$ cat src/rtl/peripheral_msi_slave_port_ahb3.sv
// Per-slave arbitration stage of the AHB3 multi-layer interconnect: picks an owner among the
// master ports by priority and drives one AHB-Lite slave. Optional macro MSI_SLV_ROUND_ROBIN_EN.
`default_nettype none

module peripheral_msi_slave_port_ahb3 #(
    parameter int PLEN        = 64,
    parameter int XLEN        = 64,
    parameter int MASTERS     = 5,
    parameter int MASTER_BITS = (MASTERS > 1) ? $clog2(MASTERS) : 1
) (
    input  logic                            HCLK,
    input  logic                            HRESETn,

    input  logic [MASTERS-1:0][2:0]         mstpriority,
    input  logic [MASTERS-1:0]              mstHSEL,
    input  logic [MASTERS-1:0][PLEN-1:0]    mstHADDR,
    input  logic [MASTERS-1:0][XLEN-1:0]    mstHWDATA,
    input  logic [MASTERS-1:0]              mstHWRITE,
    input  logic [MASTERS-1:0][2:0]         mstHSIZE,
    input  logic [MASTERS-1:0][2:0]         mstHBURST,
    input  logic [MASTERS-1:0][3:0]         mstHPROT,
    input  logic [MASTERS-1:0][1:0]         mstHTRANS,
    input  logic [MASTERS-1:0]              mstHMASTLOCK,
    input  logic [MASTERS-1:0]              mstHREADY,
    input  logic [MASTERS-1:0]              can_switch,
    output logic [MASTERS-1:0]              master_granted,

    output logic                            slv_HSEL,
    output logic [PLEN-1:0]                 slv_HADDR,
    output logic [XLEN-1:0]                 slv_HWDATA,
    output logic                            slv_HWRITE,
    output logic [2:0]                      slv_HSIZE,
    output logic [2:0]                      slv_HBURST,
    output logic [3:0]                      slv_HPROT,
    output logic [1:0]                      slv_HTRANS,
    output logic                            slv_HMASTLOCK,
    output logic                            slv_HREADY,
    input  logic                            slv_HREADYOUT
);

    localparam logic [1:0] HTRANS_IDLE = 2'b00;

    logic [MASTER_BITS-1:0] owner_q, owner_d;
    logic                   owner_valid_q, owner_valid_d;
    logic [MASTER_BITS-1:0] data_owner_q, data_owner_d;
    logic [MASTER_BITS-1:0] winner;
    logic                   rearb;

`ifdef MSI_SLV_ROUND_ROBIN_EN
    logic [MASTER_BITS-1:0] last_owner_q, last_owner_d;

    // Scan in rotation order starting after the last owner; strict '>' keeps the first hit on ties.
    always_comb begin
        int                     idx;
        logic                   found;
        logic [2:0]             best;
        logic [MASTER_BITS-1:0] sel;
        winner = '0;
        found  = 1'b0;
        best   = '0;
        idx    = 0;
        sel    = '0;
        for (int k = 0; k < MASTERS; k++) begin
            idx = int'(last_owner_q) + 1 + k;
            if (idx >= MASTERS) idx = idx - MASTERS;
            if (idx >= MASTERS) idx = idx - MASTERS;
            sel = MASTER_BITS'(idx);
            if (mstHSEL[sel] && (!found || (mstpriority[sel] > best))) begin
                winner = sel;
                best   = mstpriority[sel];
                found  = 1'b1;
            end
        end
    end
`else
    // Ascending scan with strict '>' hands ties to the lowest index.
    always_comb begin
        logic       found;
        logic [2:0] best;
        winner = '0;
        found  = 1'b0;
        best   = '0;
        for (int i = 0; i < MASTERS; i++) begin
            if (mstHSEL[i] && (!found || (mstpriority[i] > best))) begin
                winner = MASTER_BITS'(i);
                best   = mstpriority[i];
                found  = 1'b1;
            end
        end
    end
`endif

    always_comb begin
        rearb = (!owner_valid_q || can_switch[owner_q] || !mstHSEL[owner_q]) && slv_HREADYOUT;

        owner_d       = owner_q;
        owner_valid_d = owner_valid_q;
        data_owner_d  = slv_HREADYOUT ? owner_q : data_owner_q;
`ifdef MSI_SLV_ROUND_ROBIN_EN
        last_owner_d  = last_owner_q;
`endif
        if (rearb) begin
            if (|mstHSEL) begin
                owner_d       = winner;
                owner_valid_d = 1'b1;
`ifdef MSI_SLV_ROUND_ROBIN_EN
                last_owner_d  = winner;
`endif
            end else begin
                owner_valid_d = 1'b0;
            end
        end
    end

    always_ff @(posedge HCLK) begin
        if (!HRESETn) begin
            owner_q       <= '0;
            owner_valid_q <= 1'b0;
            data_owner_q  <= '0;
`ifdef MSI_SLV_ROUND_ROBIN_EN
            // MASTERS-1 so the very first tie goes to master 0.
            last_owner_q  <= MASTER_BITS'(MASTERS - 1);
`endif
        end else begin
            owner_q       <= owner_d;
            owner_valid_q <= owner_valid_d;
            data_owner_q  <= data_owner_d;
`ifdef MSI_SLV_ROUND_ROBIN_EN
            last_owner_q  <= last_owner_d;
`endif
        end
    end

    always_comb begin
        master_granted = '0;
        if (owner_valid_q) master_granted[owner_q] = 1'b1;
    end

    // Address phase follows the current owner; write data follows the owner of the previous address phase.
    always_comb begin
        slv_HSEL      = 1'b0;
        slv_HADDR     = '0;
        slv_HWRITE    = 1'b0;
        slv_HSIZE     = '0;
        slv_HBURST    = '0;
        slv_HPROT     = '0;
        slv_HTRANS    = HTRANS_IDLE;
        slv_HMASTLOCK = 1'b0;
        slv_HREADY    = 1'b1;
        if (owner_valid_q) begin
            slv_HSEL      = mstHSEL[owner_q];
            slv_HADDR     = mstHADDR[owner_q];
            slv_HWRITE    = mstHWRITE[owner_q];
            slv_HSIZE     = mstHSIZE[owner_q];
            slv_HBURST    = mstHBURST[owner_q];
            slv_HPROT     = mstHPROT[owner_q];
            slv_HTRANS    = mstHTRANS[owner_q];
            slv_HMASTLOCK = mstHMASTLOCK[owner_q];
            slv_HREADY    = mstHREADY[owner_q];
        end
    end

    assign slv_HWDATA = mstHWDATA[data_owner_q];

endmodule

`default_nettype wire

$ cat config.mk
export PLATFORM = sky130hd
export DESIGN_NAME = peripheral_msi_slave_port_ahb3
export DESIGN_NICKNAME = d
export VERILOG_FILES = /design/src/rtl/peripheral_msi_slave_port_ahb3.sv
export SDC_FILE = /design/constraint.sdc
export NUM_CORES = 1
export LEC_CHECK = 0
export BUFFER_PORTS_ARGS = -buffer_cell sky130_fd_sc_hd__buf_2
export CAP_MARGIN = 20
export CORE_AREA = 2 2 349 351
export CTS_BUF_LIST = sky130_fd_sc_hd__clkbuf_8
export CTS_CLUSTER_DIAMETER = 120
export DETAILED_ROUTE_END_ITERATION = 8
export DIE_AREA = 0 0 351 353
export SLEW_MARGIN = 30
export SYNTH_ARGS = -nofsm -noshare
export SYNTH_HDL_FRONTEND = slang
export SYNTH_SLANG_ARGS = --single-unit
$ cat constraint.sdc
create_clock -name HCLK -period 5.6 [get_ports HCLK]
set_clock_uncertainty 0.1 [all_clocks]
set_input_delay 0.28 -clock HCLK [delete_from_list [all_inputs] [get_ports HCLK]]
set_output_delay 0.28 -clock HCLK [all_outputs]
set_load 0.01 [all_outputs]
==> summary.txt <==
status -> finished, final reports clean
top-count cell post-synth -> a22oi_1
IO Pins -> 892
Hold EP -> owner_valid_q
HP Class -> in -> reg
root buf cell -> clkbuf_8
largest cells by area after synthesis -> mux4_2 22%, a22oi_1 11%, mux2_2 9.4%
Initial DRC Count -> 1296
core area -> 120600 um^2
peak supply drop -> 77.06 uV
fraction of registers with async set/reset -> 0%
num rows -> 128
routability cong. -> 0.9265
Leakage Power -> 5.905 nW
CTS buffer count -> 3
worst-skew pair later-pin latency -> 220 ps
Cell variety after synth -> 51
Commonest cells post-synth -> 94 x a22oi_1, 85 x nor2_1, 85 x o21ai_0
setup TNS -> 0 ps
WP data required -> 5610 ps
fin util -> 10.82%
Post-Synthesis Cell Area -> 6699 um^2
H-tree levels -> 1
Die Area -> 123900 um^2
P per Cell Area -> 135.9 nW/um^2
Die W -> 351 um
syn_area_per_cell -> 7.709 um^2
largest net degree at the start of global routing -> 80
start point of the critical path -> mstHSEL[0]
final WL -> 95750 um
Worst Hold Depth -> 2
Final #Nets -> 2441
post-CTS setup buffer count -> 0
Synth Net Count -> 1624
clock tree buffer depth -> 2
Initial Util -> 5.555%
CP startpoint kind -> input pin
fin cells -> 3346
via count -> 11980
max_slew headroom -> 38.28%
drt wl/cell -> 28.62 um
die height -> 353 um
crit path max fanout -> 9
share of the synthesized area in the top cell type -> 21.52%
RSZ-0062 raised after global routing -> false
max cap viols -> 0
worst r2r path cells -> 6
dominant cell type by area after synthesis -> mux4_2
Reg clk slew, reported paths -> 40 ps
Crit Path Category -> in -> reg
Layout area overhead -> 94.84%
worst path arrival time -> 5130 ps
Antenna Nets Post-Route -> 0
TritonCTS clock tree -> done
Clock Sinks -> 7
r2r setup slk -> 2410 ps
DRT Pass-1 Iters -> 6
CTS Hold Buffers Added -> 0
wire length of the first global-routing pass -> 117500 um
Setup-failing EPs final -> 0
EDFF count, synth -> 0
antenna violations before repair -> 160
Slew Limit Fails -> 0
DR vias/cell -> 3.579
drt drc -> 0
r2r endpoint -> owner_valid_q
final hold vios -> 0
worst slew pin tran -> 925.7 ps
reg-to-reg startpoint -> owner_q[1]
# port buffers -> 891
GRT Overall Usage -> 14.57%
Final Cycle Share -> 91.36%
Max Fclk -> 0.1955 GHz
Overflow after GRT -> 0
kind of end point of the critical path -> flop
Synth Instances -> 869
Post-CTS Resized -> 0
hold path start -> HRESETn
Synth Register Bits -> 7
vias in the first global route -> 11210
Ys Warns -> 0
minimum clock period -> 5116 ps
Placed Cells incl. Taps -> 3306
share of cells above drive strength 1 -> 63.20%
ys flop type -> dfxtp_1
HPWL Detailed -> 85520 um
register area share after synthesis -> 2.092%
## registers in the layout (all words and copies together) (netlist names)
name / cells
data_owner_q: 3
owner_q: 3
owner_valid_q: 1
## routing by layer
metal | up-vias | global-route usage [%] | part of all wire (%)
met5 | - | 0 | 0.70
met4 | 104 | 3.322 | 3.7
met3 | 304 | 5.636 | 11
met2 | 938 | 24.12 | 45
met1 | 5593 | 17.66 | 40
li1 | 5037 | - | -
## area by class of cell
type / instances / area [um^2]
Fill cell: 14180 / 107500
Multi-Input combinational cell: 688 / 5828
Timing Repair Buffer: 911 / 4609
Tap cell: 1625 / 2033
Inverter: 75 / 284.0
Sequential cell: 7 / 162.7
Antenna cell: 36 / 90.09
Clock buffer: 3 / 41.29
Clock inverter: 1 / 3.754
## worst max-delay path: stages
cell,delay (ps)
buf_2,190
nand2_1,130
ha_1,310
nor2b_1,140
o21a_1,200
o21a_1,260
o21a_1,200
ha_1,310
nand2_1,60
o211ai_1,200
o211ai_1,230
o211ai_1,190
o21ai_0,140
ha_1,320
nor2b_1,120
o21ai_0,100
a21oi_2,340
a21oi_1,70
a22oi_1,180
ha_1,280
a21o_1,180
a211oi_1,350
nor2_1,100
a41o_1,240
## where the power goes
group,internal (mW),switching (mW),total (mW)
Combinational,0.687,0.913,1.60
Sequential,0.0548,0.0519,0.107
Clock,0.0473,0.0206,0.0679
## how the worst max path moves through the flow
stage                            end  slack (ps)  cells past startpoint
after floorplan           owner_q[2]         920                     24
after global placement    owner_q[2]         480                     24
after detailed placement  owner_q[2]         190                     24
after CTS                 owner_q[2]         410                     24
after global routing      owner_q[2]         100                     24
final                     owner_q[2]         480                     24
## metrics by stage
stage                     area, um^2  power (mW)  hold WS (ps)  setup WS [ps]
after floorplan                 6699      0.8848         447.2          919.0
after global placement         12910       1.712         506.3          483.4
after global routing           13000       1.905         296.3          97.12
after detailed placement       12910       1.732         506.2          194.7
final                          13050       1.774         277.7          483.9
after CTS                      12960       1.810         269.5          410.5
## cell families (layout without fill, tap and decap cells)
kind of cell,Yosys count,in the layout,synth area share (%)
buf+inv,174,990,11.58
flops,7,7,2.092
other cells,0,36,0
simple gates,205,205,13.65
mux,149,149,36.01
compound gates,322,322,34.42
fa+ha+maj,12,12,2.241
## layout by cell type, fill, tap and decap left out, drive strengths merged, types with 9 or more instances in the layout
cell / instances
and3: 16
mux4: 64
a22oi: 94
nand2: 73
ha: 12
buf: 911
o211ai: 9
nor2: 85
o21ai: 85
o22a: 38
diode: 36
inv: 76
a222oi: 26
mux2: 66
mux2i: 19
a21oi: 22
a22o: 27
(Power assumes the default switching activity.)
